## config.mk

```make
export PLATFORM = sky130hd
export DESIGN_NAME = axil_cmd_master
export DESIGN_NICKNAME = d
export VERILOG_FILES = /design/src/rtl/axil_pkg.sv /design/src/rtl/axil_cmd_master.sv
export SDC_FILE = /design/constraint.sdc
export NUM_CORES = 1
export LEC_CHECK = 0
export CAP_MARGIN = 20
export CELL_PAD_IN_SITES_DETAIL_PLACEMENT = 0
export CELL_PAD_IN_SITES_GLOBAL_PLACEMENT = 1
export CORE_ASPECT_RATIO = 0.6
export CORE_UTILIZATION = 31
export CTS_BUF_LIST = sky130_fd_sc_hd__clkbuf_8
export CTS_CLUSTER_DIAMETER = 40
export DETAILED_ROUTE_END_ITERATION = 12
export PLACE_DENSITY = 0.87
export SLEW_MARGIN = 20
export SYNTH_ARGS = -nofsm -noshare
export SYNTH_HDL_FRONTEND = slang
export SYNTH_SLANG_ARGS = --single-unit
```

## constraint.sdc

```tcl
create_clock -name axi_clock -period 4 [get_ports axi_clock]
set_clock_uncertainty 0.1 [all_clocks]
set_input_delay 0.4 -clock axi_clock [delete_from_list [all_inputs] [get_ports axi_clock]]
set_output_delay 0.4 -clock axi_clock [all_outputs]
set_load 0.005 [all_outputs]
```

## src/rtl/axil_pkg.sv

```systemverilog
// AXI4-Lite response/protection constants and the command master FSM encoding.
package axil_pkg;

  localparam logic [1:0] AXIL_OKAY   = 2'b00;
  localparam logic [1:0] AXIL_EXOKAY = 2'b01;
  localparam logic [1:0] AXIL_SLVERR = 2'b10;
  localparam logic [1:0] AXIL_DECERR = 2'b11;

  localparam logic [2:0] AXIL_PROT_DEFAULT = 3'b000;

  typedef enum logic [2:0] {
    ST_IDLE         = 3'd0,
    ST_WR_ADDR_DATA = 3'd1,
    ST_WR_RESP      = 3'd2,
    ST_RD_ADDR      = 3'd3,
    ST_RD_DATA      = 3'd4,
    ST_RESP         = 3'd5
  } state_t;

  // EXOKAY counts as an error: this master never issues exclusive accesses.
  function automatic logic is_error(input logic [1:0] resp);
    logic err;
    case (resp)
      AXIL_OKAY:   err = 1'b0;
      AXIL_EXOKAY: err = 1'b1;
      AXIL_SLVERR: err = 1'b1;
      AXIL_DECERR: err = 1'b1;
      default:     err = 1'b1;
    endcase
    return err;
  endfunction

endpackage

```

## src/rtl/axil_cmd_master.sv

```systemverilog
// Turns a command valid/ready stream into single AXI4-Lite reads/writes, one outstanding,
// and returns each result (data + resp) on a response valid/ready stream.
module axil_cmd_master
  import axil_pkg::*;
#(
  parameter int DATA_WIDTH    = 32,
  parameter int ADDR_WIDTH    = 10,
  parameter int ERR_CNT_WIDTH = 16
) (
  input  logic                      axi_clock,
  input  logic                      rst,
  input  logic                      cmd_valid,
  output logic                      cmd_ready,
  input  logic                      cmd_we,
  input  logic [ADDR_WIDTH-1:0]     cmd_addr,
  input  logic [DATA_WIDTH-1:0]     cmd_wdata,
  input  logic [DATA_WIDTH/8-1:0]   cmd_wstrb,
  output logic                      rsp_valid,
  input  logic                      rsp_ready,
  output logic                      rsp_we,
  output logic [DATA_WIDTH-1:0]     rsp_rdata,
  output logic [1:0]                rsp_resp,
  output logic                      busy,
  output logic [ERR_CNT_WIDTH-1:0]  err_count,
  output logic [ADDR_WIDTH+1:0]     m_axil_awaddr,
  output logic [2:0]                m_axil_awprot,
  output logic                      m_axil_awvalid,
  input  logic                      m_axil_awready,
  output logic [DATA_WIDTH-1:0]     m_axil_wdata,
  output logic [DATA_WIDTH/8-1:0]   m_axil_wstrb,
  output logic                      m_axil_wvalid,
  input  logic                      m_axil_wready,
  input  logic [1:0]                m_axil_bresp,
  input  logic                      m_axil_bvalid,
  output logic                      m_axil_bready,
  output logic [ADDR_WIDTH+1:0]     m_axil_araddr,
  output logic [2:0]                m_axil_arprot,
  output logic                      m_axil_arvalid,
  input  logic                      m_axil_arready,
  input  logic [DATA_WIDTH-1:0]     m_axil_rdata,
  input  logic [1:0]                m_axil_rresp,
  input  logic                      m_axil_rvalid,
  output logic                      m_axil_rready
);

  state_t                    state_reg, state_next;
  logic                      aw_done_reg, aw_done_next;
  logic                      w_done_reg, w_done_next;
  logic [ADDR_WIDTH-1:0]     addr_reg;
  logic [DATA_WIDTH-1:0]     wdata_reg;
  logic [DATA_WIDTH/8-1:0]   wstrb_reg;
  logic                      rsp_we_reg;
  logic [DATA_WIDTH-1:0]     rsp_rdata_reg;
  logic [1:0]                rsp_resp_reg;
  logic [ERR_CNT_WIDTH-1:0]  err_count_reg;

  logic cmd_hs, aw_hs, w_hs, b_hs, r_hs, resp_err;

  assign cmd_ready      = (state_reg == ST_IDLE) && !rst;
  assign busy           = (state_reg != ST_IDLE);
  assign m_axil_awvalid = (state_reg == ST_WR_ADDR_DATA) && !aw_done_reg;
  assign m_axil_wvalid  = (state_reg == ST_WR_ADDR_DATA) && !w_done_reg;
  assign m_axil_bready  = (state_reg == ST_WR_RESP);
  assign m_axil_arvalid = (state_reg == ST_RD_ADDR);
  assign m_axil_rready  = (state_reg == ST_RD_DATA);
  assign rsp_valid      = (state_reg == ST_RESP);

  assign m_axil_awaddr  = {addr_reg, 2'b00};
  assign m_axil_araddr  = {addr_reg, 2'b00};
  assign m_axil_awprot  = AXIL_PROT_DEFAULT;
  assign m_axil_arprot  = AXIL_PROT_DEFAULT;
  assign m_axil_wdata   = wdata_reg;
  assign m_axil_wstrb   = wstrb_reg;

  assign rsp_we    = rsp_we_reg;
  assign rsp_rdata = rsp_rdata_reg;
  assign rsp_resp  = rsp_resp_reg;
  assign err_count = err_count_reg;

  assign cmd_hs   = cmd_valid && cmd_ready;
  assign aw_hs    = m_axil_awvalid && m_axil_awready;
  assign w_hs     = m_axil_wvalid && m_axil_wready;
  assign b_hs     = m_axil_bvalid && m_axil_bready;
  assign r_hs     = m_axil_rvalid && m_axil_rready;
  assign resp_err = (b_hs && is_error(m_axil_bresp)) || (r_hs && is_error(m_axil_rresp));

  always_comb begin
    state_next   = state_reg;
    aw_done_next = aw_done_reg;
    w_done_next  = w_done_reg;
    case (state_reg)
      ST_IDLE: begin
        aw_done_next = 1'b0;
        w_done_next  = 1'b0;
        if (cmd_valid) state_next = cmd_we ? ST_WR_ADDR_DATA : ST_RD_ADDR;
      end
      ST_WR_ADDR_DATA: begin
        // A handshake in this cycle already counts as done.
        aw_done_next = aw_done_reg || aw_hs;
        w_done_next  = w_done_reg || w_hs;
        if (aw_done_next && w_done_next) state_next = ST_WR_RESP;
      end
      ST_WR_RESP: if (m_axil_bvalid) state_next = ST_RESP;
      ST_RD_ADDR: if (m_axil_arready) state_next = ST_RD_DATA;
      ST_RD_DATA: if (m_axil_rvalid) state_next = ST_RESP;
      ST_RESP:    if (rsp_ready) state_next = ST_IDLE;
      default:    state_next = ST_IDLE;
    endcase
  end

  always_ff @(posedge axi_clock) begin
    if (rst) begin
      state_reg     <= ST_IDLE;
      aw_done_reg   <= 1'b0;
      w_done_reg    <= 1'b0;
      addr_reg      <= '0;
      wdata_reg     <= '0;
      wstrb_reg     <= '0;
      rsp_we_reg    <= 1'b0;
      rsp_rdata_reg <= '0;
      rsp_resp_reg  <= AXIL_OKAY;
      err_count_reg <= '0;
    end else begin
      state_reg   <= state_next;
      aw_done_reg <= aw_done_next;
      w_done_reg  <= w_done_next;
      if (cmd_hs) begin
        addr_reg  <= cmd_addr;
        wdata_reg <= cmd_wdata;
        wstrb_reg <= cmd_wstrb;
      end
      if (b_hs) begin
        rsp_we_reg    <= 1'b1;
        rsp_rdata_reg <= '0;
        rsp_resp_reg  <= m_axil_bresp;
      end
      if (r_hs) begin
        rsp_we_reg    <= 1'b0;
        rsp_rdata_reg <= m_axil_rdata;
        rsp_resp_reg  <= m_axil_rresp;
      end
      if (resp_err && (err_count_reg != {ERR_CNT_WIDTH{1'b1}}))
        err_count_reg <= err_count_reg + 1'b1;
    end
  end

endmodule
```

== Word level (Yosys, flattened, before mapping) ==
Index checks and enable logic that the tools add are counted.

* $add $sub $neg: 1
* Multiply operators: 0
* Div/mod/pow operators: 0
* Order comparisons: 0
* Equal/unequal tests: 18
* Shift-type cells: 0
* Mux-type cells: 16
* Bitwise logic cells: 0
* Reduce and logical (&&, ||, !) cells: 28

{| class="wikitable"
|+ Operators by type and width
! cell !! number
|-
| 2-to-1 mux 32 bit || 2
|-
| 2-to-1 mux 3 bit || 6
|-
| one-hot mux 3 bit (6 select lines) || 1
|-
| adder 16 x 1 -> 16 bit, second input constant || 1
|-
| inequality test 16 bit, second input constant || 1
|-
| logical AND 1 bit || 12
|-
| == test 2 bit, second input constant || 4
|-
| one-hot mux 1 bit (2 select lines) || 4
|-
| == test 3 x 2 -> 1 bit, second input constant || 2
|-
| == test 3 bit, second input constant || 2
|-
| 2-to-1 mux 2 bit || 3
|-
| inequality test 2 x 1 -> 1 bit, second input constant || 3
|-
| inequality test 2 bit, second input constant || 3
|-
| AND reduction 6 bit || 1
|-
| OR reduction 3 bit || 2
|-
| == test 2 x 1 -> 1 bit, second input constant || 2
|-
| logical NOT 2 bit || 2
|-
| nonzero test 2 bit || 2
|-
| == test 3 x 1 -> 1 bit, second input constant || 1
|-
| logical NOT 1 bit || 3
|-
| logical NOT 3 bit || 1
|-
| logical OR 1 bit || 3
|-
| nonzero test 3 bit || 1
|-
| OR reduction 2 bit || 1
|}

* Register bits after elaboration: 102
* Bits in latches: 0
* RAM bits: 0
* ROM bits: 0
* Output and inout port bits: 125
* Logic and storage cells: 73
* Memories: 0

== Depth between registers and ports, before layout ==
* Word-level depth: 7
* Depth in mapped cells: 7
* Mapped depth without buffers: 5

== Worst setup path after synthesis ==
Ideal clock, no wire load.

* Path kind: register to register
* From: register err_count_reg[0], in the netlist err_count[0]
* To: register err_count_reg[1], in the netlist err_count[1]
* Arrival time: 1.616 ns
* Data required time: 3.768 ns
* Setup slack: 2.152 ns
* Cell stages (with the launch flop): 7
* Buffers on the path: 1
* Path through: dfxtp_1 ha_1 nand4_1 nor4_4 buf_2 or3b_1 a21oi_1

* Longest elaborated chain between the ends: 2
* Elaborated cells between the ends (all ways): 3

{| class="wikitable"
|+ RTL lines
! what !! line !! text
|-
| start, declared || axil_cmd_master.sv:55 || <nowiki>logic [ERR_CNT_WIDTH-1:0] err_count_reg;</nowiki>
|-
| start signal, assigned || axil_cmd_master.sv:143 || <nowiki>err_count_reg <= err_count_reg + 1'b1;</nowiki>
|-
| parallel branches: the longest is 2 deep, another holds adder 16 x 1 -> 16 bit || - ||
|}

Several ways; the timed one is not identified.
A chain may end at the register's enable or synchronous reset.

== Worst setup path after layout ==
* From: register state_reg[0]
* To: output port m_axil_arvalid

* Longest elaborated chain between the ends: 1

{| class="wikitable"
|+ RTL lines
! what !! line !! text
|-
| start, declared || axil_cmd_master.sv:46 || <nowiki>state_t state_reg, state_next;</nowiki>
|-
| start signal, assigned || axil_cmd_master.sv:124 || <nowiki>state_reg <= state_next;</nowiki>
|-
| == test 3 x 2 -> 1 bit || axil_cmd_master.sv:64 || <nowiki>assign m_axil_arvalid = (state_reg == ST_RD_ADDR);</nowiki>
|-
| end, declared || axil_cmd_master.sv:38 || <nowiki>output logic m_axil_arvalid,</nowiki>
|}

Every way passes these cells.

==> flow_summary.yaml <==
run_status:
  status: "completed"
sta:
  finalHoldViolCount: 0
  timing.final.crit_share_pct: 65.7
  fmax_ghz: 0.381
  rsz0062_at_grt: "no"
  worstMarginPinSlew_ns: 1.00
  min_period_ns: 2.63
  setup_viol: 0
  slew_viol_final: 0
  max_slew_margin_pct: 33.0
  setup_tns_ns: 0
  holdWs_ns: 0.378
drt:
  ant_nets: 0
  dr_wl_met2_microns: 5840
  drcViolationCount: 0
  drt-total-wl_microns: 12500
  wl_met1_microns: 5950
  highest_layer: "met4"
  wl_met3_microns: 553
  firstDrtPassIters: 4
  vias: 4056
  drtIter0Drc: 221
  via_per_inst: 4.77
  wire_per_inst_microns: 14.7
die:
  dieArea_sq_mm: 0.0143
  core_sq_mm: 0.0132
  initial_core_util_pct: 32.6
  num_rows: 32
  die_y_microns: 93.2
  fp.dieW_microns: 154
  io_pins: 217
layout:
  final_util_pct: 49.8
  fin_cells: 850
  final_common_cell: "clkdlybuf4s50_1"
  area_growth_pct: 52.6
  final_cell_mix: "205 x clkdlybuf4s50_1, 102 x dfxtp_1, 58 x nand2_1, 52 x nor2_1, 49 x o21ai_0"
  num-fill-cells: 1212
  antenna_cells: 0
  nNetsFinal: 768
  drive_above_1_share_pct: 4.56
synthesis:
  synth_area_sq_mm: 0.00430
  synth.top_cell.area_share_pct: 47.5
  ys.flop_type: "dfxtp_1"
  ys_types: 46
  synth_area_leaders: "dfxtp_1 48%, nand2b_1 7.0%, o21ai_0 5.7%"
  yosys.area.top_type: "dfxtp_1"
  synth_area_per_cell_sq_um: 8.58
  async_reset_ff_share_pct: 0
  yosys_warnings: 0
  synth_edf_count: 0
  ys_seq_elements: 102
  yosysSeqAreaShare_pct: 47.5
  syn_inst: 501
global_route:
  grt_max_degree: 110
  antenna_found_initial: 0
  grt_pass1_vias: 3859
  grt_overflow: 0
  grt_pass1_wl_microns: 19700
  grt_usage_pct: 17.2
placement:
  dp_hpwl_microns: 9000
  port_buffers: 206
  gp_congestion: 0.805
  dpl.cell_count: 834
hold_path:
  hold_path_depth: 2
  hp-class: "reg -> reg"
pwr:
  ir_drop_uv: 172
  leakage_nw: 2.26
  powerDensity_mw_per_mm2: 343
cts:
  ctsHoldBuffers: 0
  cts_setup_buffers: 0
  cts.repair.resized: 0
  root_buffer: "clkbuf_8"
  cts_buffers: 9
  cts_tree: "done"
  cts_max_path_buffers: 2
  cts_sinks: 102
  clk_latency_ns: 0.37
  clk_pin_slew_worst_paths_ns: 0.10
  htree_levels: 3
critical_path:
  slowest_stage: "dfxtp_1"
  critical_path_class: "reg -> out"
  worst_path_dominant_cell_family: "buffers and inverters"
  worstPathCellList: "inv_1 > nor3_1 > clkdlybuf4s50_1"
  worst_setup_path_start_kind: "register"
  endpoint_kind: "output port"
  arrival_ns: 2.13
  max_stage_delay_ns: 0.74
  crit_cells: 3
  path_buf_inv: 2
  required_ns: 3.50
  path_max_fanout: 16
  rr_worst_depth: 4
run:
  cap_violations: 0
[power breakdown]
group	switching [mW]	internal [mW]
sequential	0.0529	1.08
clock	0.381	0.304
combinational	0.165	0.266
total	0.598	1.65
[metrics by stage]
step	power, mW	cell area (sq um)	setup slack, ns
after floorplan	1.32	4330	2.15
after global placement	1.57	6340	1.22
after detailed placement	1.59	6340	1.09
after CTS	2.28	6550	1.36
after global routing	2.37	6560	1.23
final	2.25	6560	1.37
[layer usage]
| layer | vias up | track usage [%] |
|---|---|---|
| met2 | 105 | 27.7 |
| met1 | 1897 | 23.0 |
| met5 | - | 0 |
| met4 | 0 | 4.83 |
| met3 | 14 | 4.22 |
| li1 | 2040 | - |
[tightest hold or removal path: cells and delay by family, from the launching register on]
kind / cells / cell delay (ns)
compound gates: 1 / 0.06
flops: 1 / 0.32
simple gates: 1 / 0.06
[cell families after synthesis]
| family | share of synthesized area, % |
|---|---|
| AOI/OAI and AO/OA | 15.6 |
| adders and majority gates | 0.291 |
| buffers and inverters | 7.54 |
| DFF | 47.5 |
| muxes | 2.82 |
| other | 0.0873 |
| and+or+nand+nor | 26.1 |
[path summary, 6_finish.rpt]
kind                       to  slack, ns             start
max            m_axil_arvalid       1.37      state_reg[0]
min reg2reg  m_axil_wdata[26]       0.38  m_axil_wdata[26]
min          m_axil_wdata[26]       0.38  m_axil_wdata[26]
max reg2reg     err_count[14]       1.50      state_reg[1]
[cell type report]
| cell class | count | area, sq um | area share (%) |
|---|---|---|---|
| inverter | 7 | 26.3 | 0.401 |
| clock buffer | 9 | 124 | 1.89 |
| sequential | 102 | 2040 | 31.1 |
| clock inverter | 7 | 85.1 | 1.30 |
| tap | 170 | 213 | 3.24 |
| timing repair buffer | 209 | 2080 | 31.7 |
| multi-input combinational | 346 | 1990 | 30.3 |
[synth_stat cells, types with 2 or more instances]
master	instances
buf_4	20
nor2b_1	6
a311oi_1	2
nand2b_1	48
o31ai_1	5
and2_1	2
inv_1	7
mux2_2	3
nor3_1	6
a21oi_1	13
nand3_1	9
o22ai_1	2
dfxtp_1	102
nand2_1	58
mux2i_1	2
or3_1	3
or4_1	6
nand4_1	3
a22oi_1	32
nor4_1	8
a31oi_1	2
o21ai_0	49
clkbuf_1	26
and4_1	2
mux2_1	6
nor2_1	53
buf_2	7
No activity file was read; power rests on OpenSTA's default activity.
